$ cat config.mk
export PLATFORM = sky130hd
export DESIGN_NAME = uart_rx_core
export DESIGN_NICKNAME = d
export VERILOG_FILES = /design/src/rtl/uart_pkg.sv /design/src/rtl/uart_sync2.sv /design/src/rtl/uart_rx_core.sv
export SDC_FILE = /design/constraint.sdc
export NUM_CORES = 1
export LEC_CHECK = 0
export ABC_AREA = 1
export CAP_MARGIN = 0
export CORE_MARGIN = 3
export CORE_UTILIZATION = 40
export CTS_CLUSTER_DIAMETER = 200
export DETAILED_ROUTE_END_ITERATION = 8
export PLACE_DENSITY = 0.61
export SKIP_CTS_REPAIR_TIMING = 1
export SYNTH_ARGS = -nofsm -noshare
export SYNTH_HDL_FRONTEND = slang
export SYNTH_SLANG_ARGS = --single-unit
$ cat constraint.sdc
create_clock -name clk -period 3.34 [get_ports clk]
set_clock_uncertainty 0.15 [all_clocks]
set_input_delay 0.501 -clock clk [delete_from_list [all_inputs] [get_ports clk]]
set_output_delay 0.501 -clock clk [all_outputs]
set_load 0.005 [all_outputs]
$ cat src/rtl/uart_pkg.sv
// Shared UART types and width constants for the receive path.
// The rx state encoding is the same whether or not UART_RX_PARITY_EN is defined.
package uart_pkg;

    typedef enum logic [2:0] {
        IDLE   = 3'd0,
        START  = 3'd1,
        DATA   = 3'd2,
        PARITY = 3'd3,
        STOP   = 3'd4
    } rx_state_t;

    localparam int OVS_DEFAULT = 16;

    // Tick counter covers the longest stop period (32 ticks); bit counter covers 9 data bits.
    localparam int S_CNT_W = 5;
    localparam int N_CNT_W = 4;

endpackage

$ cat src/rtl/uart_sync2.sv
// Two-flop synchronizer for asynchronous inputs (rx, CTS, ...).
// RESET_VAL selects the level the chain holds while in reset.
module uart_sync2 #(
    parameter logic RESET_VAL = 1'b1
) (
    input  logic clk,
    input  logic reset,
    input  logic i_d,
    output logic o_q
);

    logic r_meta;
    logic r_sync;

    always_ff @(posedge clk or posedge reset) begin
        if (reset) begin
            r_meta <= RESET_VAL;
            r_sync <= RESET_VAL;
        end else begin
            r_meta <= i_d;
            r_sync <= r_meta;
        end
    end

    assign o_q = r_sync;

endmodule

$ cat src/rtl/uart_rx_core.sv
// UART receiver: 16x (OVS) oversampled deserialiser with a one-cycle completion strobe.
// Optional even-parity bit and par_err flag are enabled by defining UART_RX_PARITY_EN.
module uart_rx_core
    import uart_pkg::*;
#(
    parameter int DBIT    = 8,
    parameter int SB_TICK = 16,
    parameter int OVS     = OVS_DEFAULT
) (
    input  logic            clk,
    input  logic            reset,
    input  logic            s_tick,
    input  logic            rx,
    output logic            rx_done_tick,
    output logic [DBIT-1:0] dout,
    output logic            frame_err,
    output logic            par_err
);

    localparam logic [S_CNT_W-1:0] S_MID  = S_CNT_W'(OVS/2 - 1);
    localparam logic [S_CNT_W-1:0] S_BIT  = S_CNT_W'(OVS - 1);
    localparam logic [S_CNT_W-1:0] S_STOP = S_CNT_W'(SB_TICK - 1);
    localparam logic [N_CNT_W-1:0] N_LAST = N_CNT_W'(DBIT - 1);

    logic w_rxS;

    rx_state_t          r_state,    w_stateNext;
    logic [S_CNT_W-1:0] r_s,        w_sNext;
    logic [N_CNT_W-1:0] r_n,        w_nNext;
    logic [DBIT-1:0]    r_shift,    w_shiftNext;
    logic [DBIT-1:0]    r_dout,     w_doutNext;
    logic               r_frameErr, w_frameErrNext;
    logic               r_done,     w_doneNext;
`ifdef UART_RX_PARITY_EN
    logic               r_parBit,   w_parBitNext;
    logic               r_parErr,   w_parErrNext;
`endif

    uart_sync2 #(.RESET_VAL(1'b1)) u_rxSync (
        .clk   (clk),
        .reset (reset),
        .i_d   (rx),
        .o_q   (w_rxS)
    );

    always_ff @(posedge clk or posedge reset) begin
        if (reset) begin
            r_state    <= IDLE;
            r_s        <= '0;
            r_n        <= '0;
            r_shift    <= '0;
            r_dout     <= '0;
            r_frameErr <= 1'b0;
            r_done     <= 1'b0;
`ifdef UART_RX_PARITY_EN
            r_parBit   <= 1'b0;
            r_parErr   <= 1'b0;
`endif
        end else begin
            r_state    <= w_stateNext;
            r_s        <= w_sNext;
            r_n        <= w_nNext;
            r_shift    <= w_shiftNext;
            r_dout     <= w_doutNext;
            r_frameErr <= w_frameErrNext;
            r_done     <= w_doneNext;
`ifdef UART_RX_PARITY_EN
            r_parBit   <= w_parBitNext;
            r_parErr   <= w_parErrNext;
`endif
        end
    end

    // The start edge is looked for every clk; all later sampling is paced by s_tick.
    always_comb begin
        w_stateNext    = r_state;
        w_sNext        = r_s;
        w_nNext        = r_n;
        w_shiftNext    = r_shift;
        w_doutNext     = r_dout;
        w_frameErrNext = r_frameErr;
        w_doneNext     = 1'b0;
`ifdef UART_RX_PARITY_EN
        w_parBitNext   = r_parBit;
        w_parErrNext   = r_parErr;
`endif
        case (r_state)
            IDLE: begin
                if (!w_rxS) begin
                    w_stateNext = START;
                    w_sNext     = '0;
                end
            end
            START: begin
                if (s_tick) begin
                    if (r_s == S_MID) begin
                        if (!w_rxS) begin
                            w_stateNext = DATA;
                            w_sNext     = '0;
                            w_nNext     = '0;
                        end else begin
                            w_stateNext = IDLE;
                        end
                    end else begin
                        w_sNext = r_s + 1'b1;
                    end
                end
            end
            DATA: begin
                if (s_tick) begin
                    if (r_s == S_BIT) begin
                        w_sNext     = '0;
                        w_shiftNext = {w_rxS, r_shift[DBIT-1:1]};
                        if (r_n == N_LAST) begin
`ifdef UART_RX_PARITY_EN
                            w_stateNext = PARITY;
`else
                            w_stateNext = STOP;
`endif
                        end else begin
                            w_nNext = r_n + 1'b1;
                        end
                    end else begin
                        w_sNext = r_s + 1'b1;
                    end
                end
            end
`ifdef UART_RX_PARITY_EN
            PARITY: begin
                if (s_tick) begin
                    if (r_s == S_BIT) begin
                        w_sNext      = '0;
                        w_parBitNext = w_rxS;
                        w_stateNext  = STOP;
                    end else begin
                        w_sNext = r_s + 1'b1;
                    end
                end
            end
`endif
            STOP: begin
                if (s_tick) begin
                    if (r_s == S_STOP) begin
                        w_doutNext     = r_shift;
                        w_frameErrNext = ~w_rxS;
                        w_doneNext     = 1'b1;
`ifdef UART_RX_PARITY_EN
                        w_parErrNext   = ^{r_shift, r_parBit};
`endif
                        w_stateNext    = IDLE;
                    end else begin
                        w_sNext = r_s + 1'b1;
                    end
                end
            end
            default: begin
                w_stateNext = IDLE;
            end
        endcase
    end

    assign rx_done_tick = r_done;
    assign dout         = r_dout;
    assign frame_err    = r_frameErr;
`ifdef UART_RX_PARITY_EN
    assign par_err      = r_parErr;
`else
    assign par_err      = 1'b0;
`endif

endmodule

After elaboration in Yosys (flattened, before gate mapping):

Cells that the tools add are included.

* register bits after elaboration: 32
* latch bits: 0
* bits in writable memories: 0
* bits in read-only memories: 0
* input bits: 4
* output and inout port bits: 11
* memories: 0

* $add $sub $neg: 2
* $mul: 0
* divide/modulo/power cells: 0
* $lt $le $gt $ge: 0
* equality and inequality tests: 17
* shift operators: 0
* mux-type cells: 28
* bitwise logic cells: 1
* reductions and logical operators: 8

Operators with widths (number)
* two-way mux 5 bit: 7
* two-way mux 3 bit: 8
* two-way mux 4 bit: 6
* inequality test 2 bit (second input constant): 11
* case mux 5 bit (4 select lines): 1
* case mux 3 bit (4 select lines): 1
* case mux 4 bit (2 select lines): 1
* AND reduction 8 bit: 1
* AND reduction 7 bit: 1
* AND reduction 3 bit: 2
* adder 5 x 1 -> 5 bit (second input constant): 1
* equality test 5 x 3 -> 1 bit (second input constant): 1
* equality test 5 x 4 -> 1 bit (second input constant): 1
* AND reduction 5 bit: 1
* adder 4 x 1 -> 4 bit (second input constant): 1
* equality test 4 x 3 -> 1 bit (second input constant): 1
* nonzero test 4 bit: 1
* equality test 3 x 1 -> 1 bit (second input constant): 1
* equality test 3 x 2 -> 1 bit (second input constant): 1
* equality test 3 bit (second input constant): 1
* logical NOT 3 bit: 1
* two-way mux 1 bit: 3
* two-way mux 2 bit: 1
* nonzero test 2 bit: 1
* inverter 1 bit: 1

Depth between registers and ports, before layout:

Gate-level depths: netlist (run 1).

* depth in word-level cells: 5
* mapped depth: 10

Hierarchy:

From an unflattened synthesis (run 1), not the netlist that was laid out.

* cells, all modules: 213
* area, all modules: 1774.2 sq um

By module, submodules not included
* uart_rx_core: instances 1, cells each 210, area an instance 1717.9 sq um, sequential area each 750.7 sq um
* uart_sync2: instances 1, cells each 3, area an instance 56.3 sq um, sequential area each 52.6 sq um

Worst setup path before layout (run 1):

OpenSTA, ideal clock, no wires.

* kind: register -> register
* from: reg r_s[0]
* to: reg r_s[3]
* setup time: 0.116 ns
* arrival time: 1.320 ns
* slack: 1.753 ns
* stages on the path, launching flop included: 10
* path buffers: 0
* period minus slack after synthesis: 1.587 ns
* cells stage by stage: dfrtp_1 > ha_1 > nand4_4 > clkinv_1 > nand2_1 > nand2_1 > nor2_4 > inv_2 > nand2_1 > nand2_1

* cells in the longest elaborated chain, start to end: 4
* elaborated cells between the ends (all ways): 12
* classes of those cells: add/sub: 1; eq/ne: 3; mux: 7; reduce/logical: 1

RTL lines
* start, declared: RTL line uart_rx_core.sv:28 `logic [S_CNT_W-1:0] r_s, w_sNext;`
* start signal, assigned: RTL line uart_rx_core.sv:61 `r_s <= w_sNext;`
* adder 5 x 1 -> 5 bit (tied with other cells): RTL line uart_rx_core.sv:105, uart_rx_core.sv:124, uart_rx_core.sv:152
* two-way mux 5 bit, on equally long branches: RTL line uart_rx_core.sv:143, uart_rx_core.sv:96, uart_rx_core.sv:111
* two-way mux 5 bit, on equally long branches: RTL line uart_rx_core.sv:142, uart_rx_core.sv:95, uart_rx_core.sv:110
* case mux 5 bit (4 select lines): RTL line uart_rx_core.sv:87 `case (r_state)`

Parallel ways exist; a longest one is shown, timed or not. The select of a mux whose other input is x is not followed.
A chain may end at the register's enable or synchronous reset.

Final worst setup path (run 1):

* from: reg r_state[2]
* to: reg r_dout[1] (netlist: dout[1])

* cells in the longest elaborated chain, start to end: 2

RTL lines
* start, declared: RTL line uart_rx_core.sv:27 `rx_state_t r_state, w_stateNext;`
* start signal, assigned: RTL line uart_rx_core.sv:60 `r_state <= w_stateNext;`
* equality test 3 bit: RTL line uart_rx_core.sv:87
* AND reduction 3 bit (no source line)
* end signal, assigned: RTL line uart_rx_core.sv:64 `r_dout <= w_doutNext;`
* end, declared: RTL line uart_rx_core.sv:31 `logic [DBIT-1:0] r_dout, w_doutNext;`

Every way passes these cells.

==> flow_summary.json, run 1 <==
{
  "tightest_slew_ps": 501,
  "synth_cells": 222,
  "avgSynthCellArea_um2": 8.36,
  "insertion_delay_ps": 280,
  "hold_violations": 0,
  "crit_type": "reg2reg",
  "hp-class": "reg2reg",
  "cts_tree": "built",
  "grt_usage": 0.146,
  "max_cap_viol_count": 0,
  "start_util": 0.421,
  "tns_ps": 0,
  "root_buffer": "clkbuf_8",
  "cts_buffers": 5,
  "wl_per_cell_um": 11.7,
  "synth_compound_area_frac": 0.0788,
  "muxShareOfSynthArea": 0,
  "pre_cts_ws_ps": 1300,
  "final_common_cell": "nand2_1",
  "finalSetupViolations": 0,
  "status": "completed",
  "slew_viol_final": 0,
  "drc": 0,
  "fin_crit_sh": 0.548,
  "grt_overflow": 0,
  "grt_pass1_wl_um": 6040,
  "powerDensity_nw_per_um2": 655,
  "clock_sinks": 32,
  "syn2layout_area_growth_pct": 14.1,
  "synth-xor-area-share": 0.0142,
  "path_clk_slew_ps": 70,
  "final_nets": 245,
  "end_kind": "flip-flop",
  "die-area_um2": 5500,
  "htreeDepth": 2,
  "arrival_ps": 1840,
  "syn-cell-area_um2": 1860,
  "ant_nets": 0,
  "p_leak_nw": 1.07,
  "design.core.area_um2": 4410,
  "cts_buffer_depth": 2,
  "die_w_um": 74.1,
  "synth.distinct_cells": 29,
  "rows": 24,
  "cp-start-kind": "flip-flop",
  "first_global_vias": 1328,
  "wl_um": 3400,
  "synth_top_family_by_area": "simple AND/OR/NAND/NOR gates",
  "globalplace.congestion": 0.856,
  "drive_gt1_frac": 0.192,
  "firstDrtPassIters": 4,
  "dp_hpwl_um": 2570,
  "viasPerCell": 4.64,
  "rsz0062_at_grt": "false",
  "synth-simple-area-share": 0.371,
  "fmax_mhz": 546,
  "slew_headroom": 0.666,
  "synth_fp_nets": 229,
  "synth_seq_area_share": 0.433,
  "ios": 15,
  "ys_ff_latch": 32,
  "numPortBuffers": 13,
  "yosys_warnings": 0,
  "die_h_um": 74.1,
  "cp_max_fo": 18,
  "layout_common_cells": "nand2_1 (74), dfrtp_1 (30), inv_1 (22)",
  "period_needed_ps": 1830,
  "antenna_found_initial": 0,
  "synth_fa_ha_area_frac": 0.0202,
  "crit_required_ps": 3350,
  "drt-initial-drc-count": 71,
  "worst_slack_ps": 1510,
  "vias": 1350,
  "grt_max_degree": 33,
  "ir_worst_vdd_v": 0.000326,
  "n_antenna_cell": 0
}
[cells in the mapped netlist]
cell type,number,area share
nand2_1,74,0.15
dfrtp_1,30,0.40
inv_1,22,0.044
nand3_1,19,0.051
nor2_1,10,0.020
o21ai_1,8,0.022
o21ai_2,8,0.038
nand2_2,7,0.024
nor2_4,5,0.030
nand2_4,4,0.024
nand3b_1,4,0.016
buf_6,3,0.018
ha_1,3,0.020
inv_2,3,0.0061
buf_4,2,0.0081
clkinv_1,2,0.0040
dfstp_2,2,0.028
nand3_2,2,0.011
nor2_2,2,0.0067
o21bai_1,2,0.0081
xor2_1,2,0.0094
a21oi_1,1,0.0027
conb_1,1,0.0020
nand3_4,1,0.0094
nand4_2,1,0.0067
nand4_4,1,0.011
nor2_8,1,0.011
o21ai_4,1,0.0088
xnor2_1,1,0.0047
[layer usage]
| layer | global-route usage | vias up | wire length [µm] |
|---|---|---|---|
| li1 | - | 724 | - |
| met3 | 0.0365 | 5 | 91 |
| met5 | 0 | - | 0 |
| met4 | 0.0604 | 0 | 63 |
| met2 | 0.217 | 14 | 1510 |
| met1 | 0.203 | 607 | 1740 |
[sequential cells by signal (all words and copies together) (netlist names)]
register and flops:
r_n 4, rx_done_tick 1, r_s 5, u_rxSync.o_q 1
dout 8, frame_err 1, r_state 3, u_rxSync.r_meta 1
r_shift 8
[worst max-delay path: stages, from the launching register on]
cell     delay, ps
dfrtp_1        660
nand2_2        180
nor2_2         180
nand2_2        290
nand2_1        180
o21ai_2         60
[final cells by class]
class	count	area, µm²
clock buffer	6	72.6
inverter	27	101
tap	52	65.1
multi-input combinational	158	903
clock inverter	2	35.0
timing repair buffer	14	138
sequential	32	803
fill	447	2300
[where the power goes]
group	internal (mW)	leakage, nW	switching [mW]
registers	0.420	0.436	0.0677
clock network	0.221	0.0552	0.141
logic	0.177	0.577	0.361
[through the flow]
step / utilization / power, mW / hold WS (ps) / area (µm²) / instances
after floorplan: - / 0.944 / 195 / 1860 / 222
after global placement: 0.455 / 1.03 / 196 / 2010 / 283
after detailed placement: 0.455 / 1.03 / 206 / 2010 / 283
after CTS: 0.480 / 1.40 / 216 / 2120 / 291
after global routing: 0.480 / 1.49 / 222 / 2120 / 291
final: 0.480 / 1.39 / 213 / 2120 / 291
[worst paths after layout]
check,slack (ps),endpoint,startpoint,cells past startpoint
min in group asynchronous,450,r_state[0],reset,3
max in group asynchronous,2270,u_rxSync.o_q,reset,3
hold reg to reg,210,u_rxSync.o_q,u_rxSync.r_meta,0
hold / removal,210,u_rxSync.o_q,u_rxSync.r_meta,0
setup / recovery,1510,dout[1],r_state[2],5
setup reg to reg,1510,dout[1],r_state[2],5
[cells by family (layout without fill, tap and decap cells)]
group | after synthesis | in the layout
AOI/OAI and AO/OA | 20 | 20
buffers and inverters | 32 | 49
xor gates and xnor gates | 3 | 3
adders and majority gates | 3 | 3
and+or+nand+nor | 131 | 131
other | 1 | 1
DFF | 32 | 32
(Power assumes the default switching activity.)
==> run 2: changes to the inputs <==
Clock period 3.34 ns to 1.87 ns, I/O delays scaled along.
==> run 2 against run 1 <==
  * Via count grew 3.5%
  * Fmax rose by 8.1%
  * Power up 86%
  * Sequential share of layout area decreased by 0.77 points
  * Non-clock buffer count up 3
  * Core utilization increased by 0.99 points
  * Register-to-register slack worse by 1300 ps
  * Critical path depth increased by 3
  * Critical endpoint is now r_n[3]
  * Largest cell class unchanged
  * Highest routed layer unchanged
==> flow_summary.json, run 2 (synthesized netlist as in run 1, its figures left out) <==
{
  "end_kind": "flip-flop",
  "die_w_um": 74.1,
  "tns_ps": 0,
  "cts_buffers": 5,
  "clock_sinks": 32,
  "wl_um": 3350,
  "ir_worst_vdd_v": 0.000393,
  "final_common_cell": "nand2_1",
  "critPathBufInv": 1,
  "first_global_vias": 1331,
  "root_buffer": "clkbuf_8",
  "design.core.area_um2": 4410,
  "grt_usage": 0.144,
  "ant_nets": 0,
  "hold_violations": 0,
  "wl_per_cell_um": 11.4,
  "syn2layout_area_growth_pct": 16.4,
  "rows": 24,
  "drt-initial-drc-count": 64,
  "grt_overflow": 0,
  "ios": 15,
  "fin_crit_sh": 0.905,
  "start_util": 0.421,
  "globalplace.congestion": 0.818,
  "slew_viol_final": 0,
  "grt_pass1_wl_um": 6040,
  "grt_max_degree": 33,
  "layout_common_cells": "nand2_1 (74), dfrtp_1 (30), inv_1 (22)",
  "viasPerCell": 4.75,
  "critPathMaxStageDelay_ps": 500,
  "vias": 1397,
  "powerDensity_nw_per_um2": 1190,
  "arrival_ps": 1720,
  "die_h_um": 74.1,
  "cts_tree": "built",
  "final_nets": 248,
  "status": "completed",
  "rsz0062_at_grt": "false",
  "slowest_stage": "dfrtp_1",
  "crit_required_ps": 1890,
  "firstDrtPassIters": 4,
  "die-area_um2": 5500,
  "numPlacedInstances": 286,
  "path_delay_family": "simple AND/OR/NAND/NOR gates",
  "p_leak_nw": 1.09,
  "n_antenna_cell": 0,
  "hp-class": "reg2reg",
  "path_clk_slew_ps": 60,
  "crit_type": "reg2reg",
  "final_cells": 294,
  "finalSetupViolations": 0,
  "path_cells": "buf_4, nand2_4, nor2_8, nand2_4, o21ai_4, nand2_2, nand2_1, nand2_1",
  "drive_gt1_frac": 0.211,
  "max_cap_viol_count": 0,
  "numPortBuffers": 13,
  "cts_buffer_depth": 2,
  "fmax_mhz": 591,
  "insertion_delay_ps": 280,
  "cp_max_fo": 8,
  "drc": 0,
  "htreeDepth": 2,
  "period_needed_ps": 1690,
  "dp_hpwl_um": 2520,
  "antenna_found_initial": 0,
  "cp-start-kind": "flip-flop"
}
==> run 2: worst reg2reg max path, delay by kind of cell (launching register included) <==
| kind | cells | cell delay, ps |
|---|---|---|
| AO/OA/AOI/OAI | 1 | 190 |
| buffers and inverters | 1 | 190 |
| flip-flops | 1 | 500 |
| AND/OR/NAND/NOR | 6 | 560 |
==> run 2: through the flow <==
stage	power [mW]	hold slack (ps)	utilization	setup WS [ps]	instance area [µm²]
after global routing	2.79	219	0.490	24.2	2160
after detailed placement	1.88	198	0.461	129	2030
final	2.58	206	0.490	177	2160
after CTS	2.60	207	0.489	165	2160
after floorplan	1.69	135	-	283	1860
after global placement	1.88	196	0.461	130	2030
==> run 2: per-layer routing <==
layer,GRT usage,up-vias,part of all wire
li1,-,729,-
met1,0.194,650,0.50
met2,0.216,12,0.45
met3,0.0419,6,0.027
met4,0.0604,0,0.021
met5,0,-,0
==> run 2: worst paths after layout <==
path / endpoint / from / cells after the start / slack (ps)
min: u_rxSync.o_q / u_rxSync.r_meta / 0 / 210
max: r_n[3] / r_state[1] / 8 / 180
min reg2reg: u_rxSync.o_q / u_rxSync.r_meta / 0 / 210
min in group asynchronous: r_n[1] / reset / 3 / 220
max in group asynchronous: u_rxSync.o_q / reset / 3 / 1020
max reg2reg: r_n[3] / r_state[1] / 8 / 180
==> run 2: power by group <==
| part | leakage, nW | total, mW | internal [mW] | switching (mW) |
|---|---|---|---|---|
| combinational | 0.589 | 1.03 | 0.340 | 0.693 |
| sequential | 0.436 | 0.823 | 0.751 | 0.0716 |
| clock | 0.0645 | 0.722 | 0.470 | 0.252 |
| total | 1.09 | 2.58 | 1.56 | 1.02 |
==> run 2: area by class of cell <==
| class | count | area (µm²) |
|---|---|---|
| clock buffers | 7 | 96.3 |
| clock inverters | 1 | 30.0 |
| fillers | 427 | 2250 |
| inverters | 27 | 101 |
| multi-input cells | 158 | 906 |
| flip-flops and latches | 32 | 803 |
| well taps | 52 | 65.1 |
| repair buffers | 17 | 160 |
